--- config.mk ---
export PLATFORM = sky130hd
export DESIGN_NAME = load_weight_mc
export DESIGN_NICKNAME = d
export VERILOG_FILES = /design/src/rtl/load_weight_pkg.sv /design/src/rtl/lw_rd_pipe.sv /design/src/rtl/load_weight_mc.sv
export SDC_FILE = /design/constraint.sdc
export NUM_CORES = 1
export LEC_CHECK = 0
export ABC_CLOCK_PERIOD_IN_PS = 8200
export BUFFER_PORTS_ARGS = -buffer_cell sky130_fd_sc_hd__buf_2
export CAP_MARGIN = 20
export CORE_AREA = 3 3 248 250
export DETAILED_ROUTE_END_ITERATION = 8
export DIE_AREA = 0 0 251 253
export SYNTH_ARGS = -nofsm -noshare
export SYNTH_HDL_FRONTEND = slang
export SYNTH_HIERARCHICAL = 1
export SYNTH_SLANG_ARGS = --single-unit
--- constraint.sdc ---
create_clock -name clk -period 8.2 [get_ports clk]
set_clock_uncertainty 0.2 [all_clocks]
set_input_delay 0.41 -clock clk [delete_from_list [all_inputs] [get_ports clk]]
set_output_delay 0.41 -clock clk [all_outputs]
set_load 0.02 [all_outputs]
--- src/rtl/load_weight_pkg.sv ---
// Shared types and sizing helpers for the multi-channel weight loader.
// Latency: none (declarations only).
// Backpressure: not applicable.
package load_weight_pkg;

  // Deepest BRAM read latency the loader's drain counter and delay line cover.
  localparam int RD_LAT_MAX = 4;

  typedef enum logic [1:0] {
    IDLE  = 2'd0,
    FETCH = 2'd1,
    DRAIN = 2'd2,
    DONE  = 2'd3
  } lw_state_e;

  // Number of weights packed in one BRAM word.
  function automatic int lw_lanes(input int bram_w, input int weight_w);
    return bram_w / weight_w;
  endfunction

  // Index width for n items; never zero so single-item cases still elaborate.
  function automatic int lw_idx_w(input int n);
    return (n > 1) ? $clog2(n) : 1;
  endfunction

endpackage

--- src/rtl/lw_rd_pipe.sv ---
// Read-return delay line carrying tap index and byte lane beside each BRAM read.
// Latency: DEPTH cycles, matched to the BRAM read latency.
// Backpressure: none; one entry may enter per cycle and reset drops all in-flight entries.
module lw_rd_pipe
  import load_weight_pkg::*;
#(
  parameter int DEPTH  = 1,
  parameter int TAP_W  = 4,
  parameter int LANE_W = 2
) (
  input  logic              clk,
  input  logic              rst,
  input  logic              in_vld,
  input  logic [TAP_W-1:0]  in_tap,
  input  logic [LANE_W-1:0] in_lane,
  output logic              out_vld,
  output logic [TAP_W-1:0]  out_tap,
  output logic [LANE_W-1:0] out_lane
);

  logic [DEPTH-1:0]  vld_q, vld_d;
  logic [TAP_W-1:0]  tap_q  [DEPTH];
  logic [TAP_W-1:0]  tap_d  [DEPTH];
  logic [LANE_W-1:0] lane_q [DEPTH];
  logic [LANE_W-1:0] lane_d [DEPTH];

  // Shift every stage one step toward the output, new entry at stage 0.
  always_comb begin
    vld_d     = '0;
    tap_d     = '{default: '0};
    lane_d    = '{default: '0};
    vld_d[0]  = in_vld;
    tap_d[0]  = in_tap;
    lane_d[0] = in_lane;
    for (int i = 1; i < DEPTH; i++) begin
      vld_d[i]  = vld_q[i-1];
      tap_d[i]  = tap_q[i-1];
      lane_d[i] = lane_q[i-1];
    end
  end

  // Stage registers; reset clears valids so aborted reads never land.
  always_ff @(posedge clk) begin
    if (rst) begin
      vld_q  <= '0;
      tap_q  <= '{default: '0};
      lane_q <= '{default: '0};
    end else begin
      vld_q  <= vld_d;
      tap_q  <= tap_d;
      lane_q <= lane_d;
    end
  end

  assign out_vld  = vld_q[DEPTH-1];
  assign out_tap  = tap_q[DEPTH-1];
  assign out_lane = lane_q[DEPTH-1];

endmodule

--- src/rtl/load_weight_mc.sv ---
// Loads one KSIZE-tap kernel group per request from NUM_CH BRAM ports into a flat weight bus.
// Latency: load_start to load_end is KSIZE+RD_LAT+1 cycles; one read issued per FETCH cycle.
// Backpressure: none; load_start is ignored while busy. LOAD_WEIGHT_SHADOW_EN stages taps in shadow regs.
module load_weight_mc
  import load_weight_pkg::*;
#(
  parameter int NUM_CH        = 4,
  parameter int KSIZE         = 9,
  parameter int WEIGHT_WIDTH  = 8,
  parameter int BRAM_WIDTH    = 32,
  parameter int BRAM_ADDR_BIT = 32,
  parameter int RD_LAT        = 1
) (
  input  logic                                   clk,
  input  logic                                   rst,
  input  logic                                   load_start,
  input  logic [BRAM_ADDR_BIT-1:0]               weight_size,
  output logic                                   busy,
  output logic                                   load_end,
  output logic                                   weight_end,
  output logic [NUM_CH*KSIZE*WEIGHT_WIDTH-1:0]   weights,
  output logic                                   bram_clk,
  output logic                                   bram_en,
  output logic                                   bram_rst,
  output logic [NUM_CH*BRAM_WIDTH-1:0]           bram_din,
  output logic [NUM_CH*(BRAM_WIDTH/WEIGHT_WIDTH)-1:0] bram_wen,
  output logic [BRAM_ADDR_BIT-1:0]               bram_addr,
  input  logic [NUM_CH*BRAM_WIDTH-1:0]           bram_dout
);

  localparam int LANES  = lw_lanes(BRAM_WIDTH, WEIGHT_WIDTH);
  localparam int LANE_W = lw_idx_w(LANES);
  localparam int TAP_W  = lw_idx_w(KSIZE);
  localparam int DRN_W  = lw_idx_w(RD_LAT_MAX);
  localparam logic [BRAM_ADDR_BIT-1:0] ADDR_ONE = 1;
  localparam logic [TAP_W-1:0]         TAP_LAST = TAP_W'(KSIZE - 1);
  localparam logic [DRN_W-1:0]         DRN_LAST = DRN_W'(RD_LAT - 1);

  lw_state_e                state_q, state_d;
  logic [BRAM_ADDR_BIT-1:0] addr_q, addr_d;
  logic [TAP_W-1:0]         tap_q, tap_d;
  logic [DRN_W-1:0]         drn_q, drn_d;
  logic                     wend_q, wend_d;
  logic [WEIGHT_WIDTH-1:0]  wgt_q [NUM_CH][KSIZE];
  logic [WEIGHT_WIDTH-1:0]  wgt_d [NUM_CH][KSIZE];
`ifdef LOAD_WEIGHT_SHADOW_EN
  logic [WEIGHT_WIDTH-1:0]  shd_q [NUM_CH][KSIZE];
  logic [WEIGHT_WIDTH-1:0]  shd_d [NUM_CH][KSIZE];
`endif

  logic                     addr_wrap;
  logic                     last_drain;
  logic [LANE_W-1:0]        lane_in;
  logic                     pipe_vld;
  logic [TAP_W-1:0]         pipe_tap;
  logic [LANE_W-1:0]        pipe_lane;
  logic [WEIGHT_WIDTH-1:0]  lane_dat [NUM_CH];

  // The current read is the last valid address; >= also recovers if weight_size shrinks.
  assign addr_wrap  = (addr_q >= weight_size - ADDR_ONE);
  assign last_drain = (state_q == DRAIN) && (drn_q == DRN_LAST);

  // Next-state logic: sequencing, read address walk and wrap flag.
  always_comb begin
    state_d = state_q;
    addr_d  = addr_q;
    tap_d   = tap_q;
    drn_d   = drn_q;
    wend_d  = wend_q;
    case (state_q)
      IDLE: begin
        if (load_start) begin
          state_d = FETCH;
          tap_d   = '0;
          wend_d  = 1'b0;
        end
      end
      FETCH: begin
        if (addr_wrap) begin
          addr_d = '0;
          wend_d = 1'b1;
        end else begin
          addr_d = addr_q + ADDR_ONE;
        end
        if (tap_q == TAP_LAST) begin
          state_d = DRAIN;
          drn_d   = '0;
        end else begin
          tap_d = tap_q + 1'b1;
        end
      end
      DRAIN: begin
        if (drn_q == DRN_LAST) state_d = DONE;
        else                   drn_d   = drn_q + 1'b1;
      end
      DONE: begin
        if (load_start) begin
          state_d = FETCH;
          tap_d   = '0;
          wend_d  = 1'b0;
        end else begin
          state_d = IDLE;
        end
      end
      default: state_d = IDLE;
    endcase
  end

  // Control registers; the address deliberately survives across groups.
  always_ff @(posedge clk) begin
    if (rst) begin
      state_q <= IDLE;
      addr_q  <= '0;
      tap_q   <= '0;
      drn_q   <= '0;
      wend_q  <= 1'b0;
    end else begin
      state_q <= state_d;
      addr_q  <= addr_d;
      tap_q   <= tap_d;
      drn_q   <= drn_d;
      wend_q  <= wend_d;
    end
  end

  // Byte lane of the word being read; a one-weight word always uses lane 0.
  always_comb begin
    lane_in = '0;
    if (LANES > 1) lane_in = addr_q[LANE_W-1:0];
  end

  lw_rd_pipe #(
    .DEPTH  (RD_LAT),
    .TAP_W  (TAP_W),
    .LANE_W (LANE_W)
  ) u_rd_pipe (
    .clk      (clk),
    .rst      (rst),
    .in_vld   (state_q == FETCH),
    .in_tap   (tap_q),
    .in_lane  (lane_in),
    .out_vld  (pipe_vld),
    .out_tap  (pipe_tap),
    .out_lane (pipe_lane)
  );

  // Pick the returning weight out of each channel's BRAM word.
  always_comb begin
    for (int c = 0; c < NUM_CH; c++) begin
      lane_dat[c] = '0;
      for (int l = 0; l < LANES; l++) begin
        if (pipe_lane == LANE_W'(l))
          lane_dat[c] = bram_dout[c*BRAM_WIDTH + l*WEIGHT_WIDTH +: WEIGHT_WIDTH];
      end
    end
  end

`ifdef LOAD_WEIGHT_SHADOW_EN
  // Collect taps in the shadow set; publish it as the final tap lands so weights change once per group.
  always_comb begin
    shd_d = shd_q;
    wgt_d = wgt_q;
    if (pipe_vld) begin
      for (int c = 0; c < NUM_CH; c++)
        for (int t = 0; t < KSIZE; t++)
          if (pipe_tap == TAP_W'(t)) shd_d[c][t] = lane_dat[c];
    end
    if (last_drain) wgt_d = shd_d;
  end

  // Shadow tap storage.
  always_ff @(posedge clk) begin
    if (rst) shd_q <= '{default: '0};
    else     shd_q <= shd_d;
  end
`else
  // Write each returning tap straight into the visible weights.
  always_comb begin
    wgt_d = wgt_q;
    if (pipe_vld) begin
      for (int c = 0; c < NUM_CH; c++)
        for (int t = 0; t < KSIZE; t++)
          if (pipe_tap == TAP_W'(t)) wgt_d[c][t] = lane_dat[c];
    end
  end
`endif

  // Visible weight storage.
  always_ff @(posedge clk) begin
    if (rst) wgt_q <= '{default: '0};
    else     wgt_q <= wgt_d;
  end

  // Flatten: tap 0 of each channel sits at the channel's MSB end.
  always_comb begin
    weights = '0;
    for (int c = 0; c < NUM_CH; c++)
      for (int t = 0; t < KSIZE; t++)
        weights[(c*KSIZE + KSIZE - 1 - t)*WEIGHT_WIDTH +: WEIGHT_WIDTH] = wgt_q[c][t];
  end

  assign busy       = (state_q == FETCH) || (state_q == DRAIN);
  assign load_end   = (state_q == DONE);
  assign weight_end = wend_q;
  assign bram_clk   = clk;
  assign bram_en    = (state_q == FETCH);
  assign bram_addr  = addr_q;
  assign bram_rst   = 1'b0;
  assign bram_din   = '0;
  assign bram_wen   = '0;

endmodule

# [Word level (Yosys, flattened, before mapping)]
# Index checks and enable logic that the tools add are counted.
# Widths: inputs -> output; s select.
[classes] add_sub_neg=4 magnitude_cmp=1 n_eq_ne=22 muxes=31 reduce_logical=21
[op_table] op="$mux 8" n=16
[op_table] op="$add 32x1->32 const B" n=1
[op_table] op="$ge 32x32->1" n=1
[op_table] op="$mux 32" n=1
[op_table] op="$sub 32x1->32 const B" n=1
[op_table] op="$reduce_and 2->1" n=9
[op_table] op="$eq 4x3->1 const B" n=4
[op_table] op="$ne 2x2->1 const B" n=6
[op_table] op="$reduce_and 3->1" n=4
[op_table] op="$mux 2" n=5
[op_table] op="$eq 2x2->1 const B" n=4
[op_table] op="$eq 4x2->1 const B" n=2
[op_table] op="$eq 4x4->1 const B" n=2
[op_table] op="$mux 4" n=2
[op_table] op="$pmux 2 s4" n=1
[op_table] op="$pmux 4 s2" n=1
[op_table] op="$logic_not 2->1" n=3
[op_table] op="$add 4x1->4 const B" n=1
[op_table] op="$eq 2x1->1 const B" n=2
[op_table] op="$eq 4x1->1 const B" n=1
[op_table] op="$logic_not 4->1" n=1
[op_table] op="$pmux 2 s2" n=1
[op_table] op="$reduce_bool 2->1" n=2
[op_table] op="$mux 1" n=3
[op_table] op="other kinds (5)" n=5
[word_totals] regBits=336 input_bits=163 output_inout_bits=470 wordCells=123

# [Longest topological paths before layout]
# Gate-level depths: netlist of the first run.
[logic_depth] ltp_word=5 ltp_mapped=17 mapped_depth_nobuf=15

# [Cells and area by module]
# Netlist of the first run, hierarchy kept.
[by_module_without_submodules] mod="load_weight_mc" instances=1 cells_each=1906 area_per_inst_um2=15314.7 seq_area_each_um2=6586.3
[by_module_without_submodules] mod="lw_rd_pipe" instances=1 cells_each=14 area_per_inst_um2=183.9 seq_area_each_um2=140.1

==> metrics.md, run 1 <==
| Metric | Value |
|---|---|
| # DRC | 0 |
| Register area share after synthesis | 43.4% |
| Hold Vio Cnt, Final | 0 |
| Number of synthesized register bits | about 340 |
| Worst ir drop on vdd | about 110 uV |
| Postcts setup bufs | 0 |
| CP endpoint kind | output port |
| Final setup violation count | 0 |
| Pwr dens | 222 mW/mm^2 |
| CP max stage cell | buf_2 |
| Synth Flop Type | dfxtp_1 |
| Placed insts | 3083 |
| Area Growth Syn to Fin | 26.0% |
| TritonRoute pass-1 iters | 7 |
| CP startpoint kind | clock port |
| Critical Path, Cell by Cell | clkbuf_16 -> clkbuf_16 -> buf_2 |
| Most common cell after layout, fill and taps aside | nand2_1 |
| Routed WL | a little over 60000 um |
| Top delay family on crit path | buffers and inverters |
| Largest net degree at the start of global routing | 98 |
| Later-pin clock latency in the skew report | 0.65 ns |
| Final Non-Filler Cells | 3156 |
| Least-Margin Pin Slew | between 1 and 1.5 ns |
| Main combinational cell family by area after synthesis | simple AND/OR/NAND/NOR gates |
| Tot Pwr | 4.33 mW |
| # diodes | 0 |
| Outcome | finished, final reports clean |
| Core Area | 0.0592 mm^2 |
| Cells after Synth | 1920 |
| Share of layout cells above drive strength 1 | 26.6% |
| RSZ-0062 raised after global routing | no |
| Row Count | 89 |
| Netlist Area Pre-Place | ~0.015 mm^2 |
| Die ar. | 0.0635 mm^2 |
| Via-per-instance ratio | around 4.6 |
| Fillers | around 6300 |
| Antenna-violating nets left | 0 |
| Final setup TNS | 0 ns |
| Synth Area in Adders | 3.39% |
| WP data required | 7.59 ns |
| Die height | about 250 um |
| Most used cell, CP | clkbuf_16 |
| Worst Path Buf+Inv | 3 |
| Initial antenna violation count | 2 |
| Chip width | between 200 and 300 um |
| Input/output buffers | 487 |
| Pleak | 8.13 nW |
| Clock slew at reported path FFs | 0.06 ns |
| Max transition margin | approximately 24% |
| Syn avg cell area | 8.07 um^2 |
| Arr. time, crit path | 4.49 ns |
| Core Util, Final | 33.0% |
| Fraction of registers with async set/reset | 0% |
| Gr usage total | ~18% |
| Crit path largest cell delay | ~0.15 ns |
| Wirelength per Cell | 19.2 um |
| Most frequent cells in the layout | nand2_1, buf_2, dfxtp_1, a21oi_1, conb_1 |
| Vias post-DR | 14600 |
| # IOs | 633 |
| Dpl hpwl | 41600 um |
| Synth cell types | 66 |
| Worst Path Max Fanout | 2 |
| Slew Limit Fails | 0 |
| Gr ovfl total | 0 |
| Initial core utilization | 26.2% |
| HP Class | primary input to flip-flop |
| XOR/XNOR Fraction of Synth Area | under 10% |
| Synth warn | 6 |
| Critical path type | clock port to output port |
| Vias in the first global route | 13200 |
| First-pass GRT wire length | 85700 um |
| Final GP Congestion | 0.810 |
| First-iteration detailed-routing DRC count | 1012 |
| NumNets Final | 2562 |
| Simple-gate portion of the synthesized area | 21.9% |
| Proportion of synthesized area in mux cells | 4.97% |
| TritonCTS clock tree | done |
| Post-synth EDFFs | 0 |
| Maxcap violations | 0 |
| Post-synthesis compound-gate area fraction | 14.0% |
==> metrics by stage <==
step | instance area [um^2] | hold WS, ns | setup WS, ns
6_report | 19500 | 0.186 | 3.10
5_1_grt | 19500 | 0.198 | 2.90
3_5_place_dp | 18100 | 0.243 | 2.60
4_1_cts | 19500 | 0.160 | 3.10
3_3_place_gp | 18100 | 0.239 | 2.60
2_1_floorplan | 16000 | 0.246 | 3.36
==> cells in the mapped netlist (6+ instances only) <==
master	instances	share of area [%]
dfxtp_1	336	43
nor2_1	41	0.99
a41oi_1	8	0.45
a21oi_1	315	10
nor3_1	28	0.90
nand3_1	26	0.84
mux4_2	32	4.7
nand4_1	13	0.52
buf_4	148	7.2
nor4_1	8	0.32
a221o_1	8	0.52
nor2b_1	11	0.44
a22o_1	7	0.40
clkbuf_1	107	2.6
o211ai_1	6	0.29
or4_1	7	0.34
xnor2_1	23	1.3
and3_1	7	0.28
inv_1	19	0.46
nand3b_1	6	0.29
nand2_1	621	15
o21ai_0	8	0.26
ha_1	42	3.4
xor2_1	9	0.51
==> per-layer routing <==
metal	up-vias	GRT usage, %	share of wire (%)
li1	7063	-	-
met1	6891	22.5	42
met2	544	30.4	49
met3	63	4.53	7.3
met4	0	4.03	1.7
met5	-	0	0
==> flip-flops by register name, indices dropped and copies added (netlist names) <==
register and count:
weights 288, bram_addr 32, tap_q 4, u_rd_pipe/out_tap 4, drn_q 2, state_q 2, u_rd_pipe/out_lane 2, u_rd_pipe/out_vld 1
weight_end 1
==> layout make-up <==
type	instances	area, um^2	share of cell area [%]
Multi-Input combinational cell	1445	7740	39.6
Timing Repair Buffer	512	2680	13.7
Tap cell	773	967	4.95
Clock buffer	60	1210	6.19
Clock inverter	10	123	0.628
Sequential cell	336	6730	34.5
Inverter	20	75.1	0.385
==> what timing repair did <==
item	in CTS	in global routing
endpoints found under the hold margin	50	0
hold buffers	2	0
gates resized for setup	0	0
==> tightest hold or removal path: cells and delay by family <==
kind	cells	cell delay (ns)
multiplexers	1	0.35
buffers and inverters	1	0.07
AND/OR/NAND/NOR	1	0.08
AO/OA/AOI/OAI	1	0.11
==> report_power, final <==
part	leakage, nW	internal [mW]	switching [mW]	total, mW
Sequential	2.71	1.68	0.0670	1.75
Combinational	4.76	0.225	0.544	0.769
Clock	0.661	1.08	0.727	1.81
==> kinds of logic after synthesis <==
kind of cell    Yosys count
simple gates            803
compound gates          386
flops                   336
buf+inv                 283
fa+ha+maj                42
mux                      37
xor+xnor                 32
other cells               1
==> worst paths after layout <==
kind | startpoint | endpoint | slack [ns] | cells past startpoint
setup / recovery | clk | bram_clk | 3.10 | 3
hold reg to reg | weights[98] | weights[98] | 0.25 | 2
setup reg to reg | bram_addr[30] | bram_addr[5] | 4.68 | 7
hold / removal | bram_dout[123] | weights[227] | 0.19 | 4
(Power assumes the default switching activity.)
==> run 2: changes to the inputs <==
--- a/config.mk
+++ b/config.mk
@@ -5,12 +5,13 @@
 export SDC_FILE = /design/constraint.sdc
 export NUM_CORES = 1
 export LEC_CHECK = 0
-export ABC_CLOCK_PERIOD_IN_PS = 8200
+export ABC_AREA = 1
+export ABC_CLOCK_PERIOD_IN_PS = 5020
 export BUFFER_PORTS_ARGS = -buffer_cell sky130_fd_sc_hd__buf_2
 export CAP_MARGIN = 20
-export CORE_AREA = 3 3 248 250
+export CORE_AREA = 3 3 243 245
 export DETAILED_ROUTE_END_ITERATION = 8
-export DIE_AREA = 0 0 251 253
+export DIE_AREA = 0 0 246 248
 export SYNTH_ARGS = -nofsm -noshare
 export SYNTH_HDL_FRONTEND = slang
 export SYNTH_HIERARCHICAL = 1
==> constraint.sdc (replaced) <==
create_clock -name clk -period 5.02 [get_ports clk]
set_clock_uncertainty 0.2 [all_clocks]
set_input_delay 0.251 -clock clk [delete_from_list [all_inputs] [get_ports clk]]
set_output_delay 0.251 -clock clk [all_outputs]
set_load 0.02 [all_outputs]
==> metrics.md, run 2 <==
| Metric | Value |
|---|---|
| Outcome | finished, final reports clean |
| Placed insts | 3097 (+0.45%) |
| Core Util, Final | 34.8% (+1.8 points) |
| Synth Area in Adders | 3.40% (+0.014 points) |
| Main combinational cell family by area after synthesis | compound AO/OA/AOI/OAI gates |
| Worst ir drop on vdd | 213 uV (+98%) |
| Crit path largest cell delay | 0.89 ns (+0.74 ns) |
| Most common cell after layout, fill and taps aside | buf_2 |
| TritonRoute pass-1 iters | 5 (-2) |
| Top post-synthesis cells by area | dfxtp_1, a21oi_1, o21ai_0 |
| # IOs | 633 (unchanged) |
| Die height | 248 um (-2.0%) |
| Clock power frac | 40.2% (-1.6 points) |
| Flop pwr share | 38.5% (-1.9 points) |
| Least-Margin Pin Slew | 1.12 ns (-0.0181 ns) |
| Input/output buffers | 487 (unchanged) |
| Postcts setup bufs | 0 (unchanged) |
| Highest clock rate | 212 MHz |
| Pwr dens | 372 mW/mm^2 (+68%) |
| CP startpoint kind | flip-flop |
| Fin worst setup slack | 0.297 ns (-2.80 ns) |
| Area leader, netlist | dfxtp_1 |
| Simple-gate portion of the synthesized area | 14.3% (-7.6 points) |
| First-pass GRT wire length | 85800 um (+0.14%) |
| Synth warn | 6 (unchanged) |
| Final setup violation count | 0 (unchanged) |
| Die ar. | 0.0610 mm^2 (-3.9%) |
| Area Growth Syn to Fin | 29.2% |
| NumNets Final | 2639 (+3.0%) |
| CP endpoint kind | flip-flop |
| Later-pin clock latency in the skew report | 0.66 ns (about the same) |
| First-iteration detailed-routing DRC count | 717 (-29%) |
| Pleak | 9.29 nW (+14%) |
| Vias post-DR | 14900 (+2.2%) |
| Core Area | 0.0574 mm^2 (-3.2%) |
| Initial core utilization | 26.9% (+0.75 points) |
| Gr usage total | 18.8% (+1.0 points) |
| Syn avg cell area | 7.94 um^2 (-1.7%) |
| Psw | 2.47 mW (+85%) |
| Worst Path Max Fanout | 35 (+33) |
| Critical Path, Cell by Cell | inv_2 -> nor2_2 -> nand2_1 -> nand3_1 -> dlygate4sd3_1 -> o21ai_2 -> dlygate4sd3_1 -> a21oi_1 |
| Tot Pwr | 7.42 mW (+71%) |
| Fillers | 6078 (-4.0%) |
| Most used cell, CP | dlygate4sd3_1 |
| XOR/XNOR Fraction of Synth Area | 2.55% (+0.74 points) |
| HP Class | primary input to flip-flop |
| Arr. time, crit path | 5.12 ns (+0.63 ns) |
| Dpl hpwl | 43600 um (+4.8%) |
| Top cell type's share of synthesized area | 43.6% (+0.18 points) |
| Register area share after synthesis | 43.6% (+0.18 points) |
| Gr ovfl total | 0 (unchanged) |
| Proportion of synthesized area in mux cells | 0% (-5.0 points) |
| Most frequent cells in the layout | buf_2, a21oi_1, dfxtp_1, o21ai_0, nand2_1 |
| Final GP Congestion | 0.883 (+9.0%) |
| Via-per-instance ratio | 4.61 (-0.14%) |
| Final Non-Filler Cells | 3230 (+2.3%) |
| Final Cycle Share | 94.1% |
| Synth cell types | 41 (-38%) |
| CP max stage cell | dfxtp_2 |
| Hold Vio Cnt, Final | 0 (unchanged) |
| Synth Flop Type | dfxtp_1 |
| Clock slew at reported path FFs | 0.06 ns (about the same) |
| Chip width | 246 um (-2.0%) |
| WP data required | 5.42 ns (-2.17 ns) |
| Share of layout cells above drive strength 1 | 26.6% (+0.030 points) |
| Max reg flops | 288 (unchanged) |
| Maxcap violations | 0 (unchanged) |
| Worst Path Buf+Inv | 3 (unchanged) |
| Row Count | 88 (-1.1%) |
| Critical path type | flip-flop to flip-flop |
| Initial antenna violation count | 4 (+2) |
| Top delay family on crit path | buffers and inverters |
| Post-synth EDFFs | 0 (unchanged) |
| Largest net degree at the start of global routing | 139 (+42%) |
| Place WS | 1.27 ns (-1.33 ns) |
| RSZ-0062 raised after global routing | no |
| Routed WL | 61600 um (+1.8%) |
| Antenna-violating nets left | 0 (unchanged) |
| Number of synthesized register bits | 336 (unchanged) |
| Tmin final | 4.72 ns |
| Vias in the first global route | 13400 (+1.4%) |
| TritonCTS clock tree | done |
| Final setup TNS | 0 ns (unchanged) |
| # DRC | 0 (unchanged) |
| Most frequent cell after synthesis | a21oi_1 |
| Switching Fraction | 33.3% (+2.4 points) |
| Slew Limit Fails | 0 (unchanged) |
| P_int | 4.95 mW (+66%) |
| Netlist Area Pre-Place | 0.0154 mm^2 (-0.40%) |
| Max transition margin | 25.5% (+1.3 points) |
| Synth cell count leaders | a21oi_1, dfxtp_1, o21ai_0, nand2_1, buf_4 |
| Post-synthesis compound-gate area fraction | 23.9% (+9.9 points) |
| Fraction of registers with async set/reset | 0% (unchanged) |
| Gate power share | 21.3% (+3.5 points) |
| Wirelength per Cell | 19.1 um (-0.57%) |
| Cells after Synth | 1945 (+1.3%) |
run 2: cell types whose count changed in the layout (fill, tap and decap cells not counted), sizes merged, moves of 18 or more:
cell	delta
dlygate4sd3	+56
inv	+61
nand2	-411
o21ai	+355
nor2	+71
nand3	+59
nor3	-18
a21oi	+22
xor2	+19
mux4	-32
run 2: power groups by stage:
stage / sequential (mW) / clock, mW / combinational (mW)
3_3_place_gp: 2.91 / 0.0186 / 1.47
3_5_place_dp: 2.91 / 0.0186 / 1.47
6_report: 2.85 / 2.98 / 1.58
5_1_grt: 2.87 / 3.17 / 1.73
2_1_floorplan: 2.99 / 0.0233 / 0.868
4_1_cts: 2.85 / 3.06 / 1.58
run 2: per-layer routing:
layer / GRT usage, % / wire length (um)
met2: 31.2 / 29100
met5: 0 / 0
met4: 8.79 / 2940
met1: 22.9 / 25500
met3: 4.63 / 4080
run 2: final cells by class:
cell class              instances  area [um^2]  share of cell area [%]
multi-input cells            1410         7400                    37.1
flip-flops and latches        336         6730                    33.7
repair buffers                563         3170                    15.9
clock buffers                  55         1200                    6.02
well taps                     765          957                    4.80
inverters                      80          305                    1.53
clock inverters                19          181                   0.910
diodes                          2         5.00                  0.0251
run 2: cell families (layout without fill, tap and decap cells):
kind of cell / count (synthesis) / in the layout
flip-flops: 336 / 336
buffers and inverters: 343 / 717
adder cells (fa/ha/maj): 42 / 42
AND/OR/NAND/NOR: 467 / 467
XOR/XNOR: 45 / 45
AO/OA/AOI/OAI: 711 / 711
other: 1 / 147
run 2: worst register-to-register path, stage by stage, from the launching register on:
cell	delay [ns]
dfxtp_2	0.89
inv_2	0.39
nor2_2	0.85
nand2_1	0.41
nand3_1	0.17
dlygate4sd3_1	0.59
o21ai_2	0.16
dlygate4sd3_1	0.81
a21oi_1	0.20
run 2: per-stage QoR:
step | area, um^2 | hold WS [ns]
final | 19900 | 0.0146
after global routing | 19900 | 0.0242
after CTS | 19900 | 0.00716
after detailed placement | 18000 | 0.185
after global placement | 18000 | 0.185
after floorplan | 16000 | 0.122
run 2: what timing repair did:
item,CTS,global route
hold buffers,58,0
hold endpoints to repair,297,0
resized for setup,0,0
run 2: worst paths after layout:
kind / start / endpoint / slack [ns] / depth (start not counted)
hold reg to reg: tap_q[2] / u_rd_pipe/out_tap[2] / 0.26 / 2
setup reg to reg: u_rd_pipe/out_lane[1] / weights[284] / 0.30 / 8
hold / removal: bram_dout[62] / weights[118] / 0.01 / 3
setup / recovery: u_rd_pipe/out_lane[1] / weights[284] / 0.30 / 8
==> run 3: changes to the inputs <==
--- a/config.mk
+++ b/config.mk
@@ -9,9 +9,10 @@
 export ABC_CLOCK_PERIOD_IN_PS = 5020
 export BUFFER_PORTS_ARGS = -buffer_cell sky130_fd_sc_hd__buf_2
 export CAP_MARGIN = 20
-export CORE_AREA = 3 3 243 245
+export CORE_AREA = 2 2 249 251
 export DETAILED_ROUTE_END_ITERATION = 8
-export DIE_AREA = 0 0 246 248
+export DIE_AREA = 0 0 251 253
+export PLACE_DENSITY = 0.5
 export SYNTH_ARGS = -nofsm -noshare
 export SYNTH_HDL_FRONTEND = slang
 export SYNTH_HIERARCHICAL = 1
==> metrics.md, run 3 (synthesis gave the netlist of run 2 again) <==
| Metric | Value |
|---|---|
| Wirelength per Cell | 19.4 um (+1.7%) |
| First-pass GRT wire length | 89900 um (+4.7%) |
| Input/output buffers | 487 (unchanged) |
| Least-Margin Pin Slew | 1.10 ns (-0.0108 ns) |
| TritonRoute pass-1 iters | 5 (unchanged) |
| Initial antenna violation count | 7 (+3) |
| NumNets Final | 2641 (+0.076%) |
| Failing checks | negative hold slack |
| Critical path type | flip-flop to flip-flop |
| Worst ir drop on vdd | 198 uV (-7.1%) |
| Chip width | 251 um (+2.0%) |
| Fin worst setup slack | 1.29 ns (+0.990 ns) |
| Post-CTS resize count | 0 (unchanged) |
| # DRC | 0 (unchanged) |
| Share of layout cells above drive strength 1 | 26.3% (-0.26 points) |
| Die ar. | 0.0635 mm^2 (+4.1%) |
| Maxcap violations | 0 (unchanged) |
| Die height | 253 um (+2.0%) |
| Place WS | 1.12 ns (-0.152 ns) |
| Routed WL | 63200 um (+2.7%) |
| Pwr dens | 374 mW/mm^2 (+0.61%) |
| Final Non-Filler Cells | 3261 (+0.96%) |
| Area Growth Syn to Fin | 29.7% |
| First-iteration detailed-routing DRC count | 1149 (+60%) |
| # IOs | 633 (unchanged) |
| Worst Path Max Fanout | 50 (+43%) |
| Vias in the first global route | 14200 (+6.0%) |
| Arr. time, crit path | 4.07 ns (-1.05 ns) |
| RSZ-0062 raised after global routing | no |
| Vias post-DR | 15100 (+1.5%) |
| Later-pin clock latency in the skew report | 0.68 ns (+0.02 ns) |
| Worst hold slack | -0.00393 ns (-0.0185 ns) |
| Core Area | 0.0610 mm^2 (+6.4%) |
| Most frequent cells in the layout | buf_2, a21oi_1, dfxtp_1, o21ai_0, nand2_1 |
| Dpl hpwl | 45300 um (+4.1%) |
| Pleak | 9.30 nW (about the same) |
| Row Count | 91 (+3.4%) |
| Slew Limit Fails | 0 (unchanged) |
| CP startpoint kind | flip-flop |
| Gr usage total | 18.8% (+0.046 points) |
| Via-per-instance ratio | 4.63 (+0.56%) |
| Final setup violation count | 0 (unchanged) |
| CP endpoint kind | flip-flop |
| Final Cycle Share | 74.4% (-20 points) |
| TritonCTS clock tree | done |
| Outcome | complete, but fails checks |
| Max transition margin | 26.1% (+0.64 points) |
| Core Util, Final | 32.8% (-2.0 points) |
| Placed insts | 3123 (+0.84%) |
| Tot Pwr | 7.49 mW (+0.97%) |
| Tmin final | 3.73 ns (-0.990 ns) |
| Final instance area | 0.0200 mm^2 (+0.36%) |
| HP Class | primary input to flip-flop |
| Initial core utilization | 25.3% (-1.6 points) |
| Gr ovfl total | 0 (unchanged) |
| Final setup TNS | 0 ns (unchanged) |
| Antenna-violating nets left | 0 (unchanged) |
| Most common cell after layout, fill and taps aside | buf_2 |
| Clock slew at reported path FFs | 0.06 ns (about the same) |
| Final GP Congestion | 0.859 (-2.7%) |
| Max reg flops | 288 (unchanged) |
| WP data required | 5.36 ns (-0.06 ns) |
| Placed inst area | 0.0180 mm^2 (+0.17%) |
| Highest clock rate | 268 MHz (+27%) |
| Hold Vio Cnt, Final | 3 (+3) |
| Largest net degree at the start of global routing | 188 (+35%) |
run 3: changes by cell type in the layout (fill, tap and decap cells not counted), moves of 2 or more:
cell	delta
clkbuf_8	-2
diode_2	+4
clkinv_4	-2
clkbuf_16	+2
clkbuf_1	+9
dlygate4sd3_1	-3
buf_4	+2
clkinv_2	-5
run 3: layout make-up:
cell class / count / area, um^2
Fill cell: 6489 / 41000
Multi-Input combinational cell: 1410 / 7390
Sequential cell: 336 / 6730
Timing Repair Buffer: 563 / 3180
Clock buffer: 64 / 1260
Tap cell: 790 / 988
Inverter: 80 / 305
Clock inverter: 12 / 151
Antenna cell: 6 / 15.0
run 3: worst paths after layout:
path,start,to,slack [ns],depth (start not counted)
worst max-delay path,u_rd_pipe/out_lane[0],weights[275],1.29,5
worst min-delay path,bram_dout[55],weights[87],-0.004,6
worst max register to register,u_rd_pipe/out_lane[0],weights[275],1.29,5
worst min register to register,tap_q[1],u_rd_pipe/out_tap[1],0.26,2
run 3: report_power, final:
part	internal (mW)	switching [mW]	total, mW
clock network	1.80	1.24	3.05
logic	0.416	1.18	1.60
registers	2.78	0.0656	2.85
total	5.00	2.49	7.49
run 3: timing repair:
item	4_1_cts	5_1_grt
hold buffers	54	1
setup buffers	0	0
endpoints found under the hold margin	305	9
run 3: routing by layer:
layer | vias to the layer above | routed length, um | GRT usage [%] | part of all wire [%]
li1 | 7351 | - | - | -
met1 | 7062 | 26300 | 23.2 | 42
met2 | 582 | 29800 | 31.2 | 47
met3 | 113 | 4100 | 4.08 | 6.5
met4 | 0 | 3100 | 9.25 | 4.9
met5 | - | 0 | 0 | 0
run 3: worst max-delay path, cell delays in order (launching register included):
cell and delay [ns]:
dfxtp_2 0.31, buf_4 0.43, nand2_2 0.74, o21ai_2 0.73
dlygate4sd3_1 0.97, a21oi_1 0.12
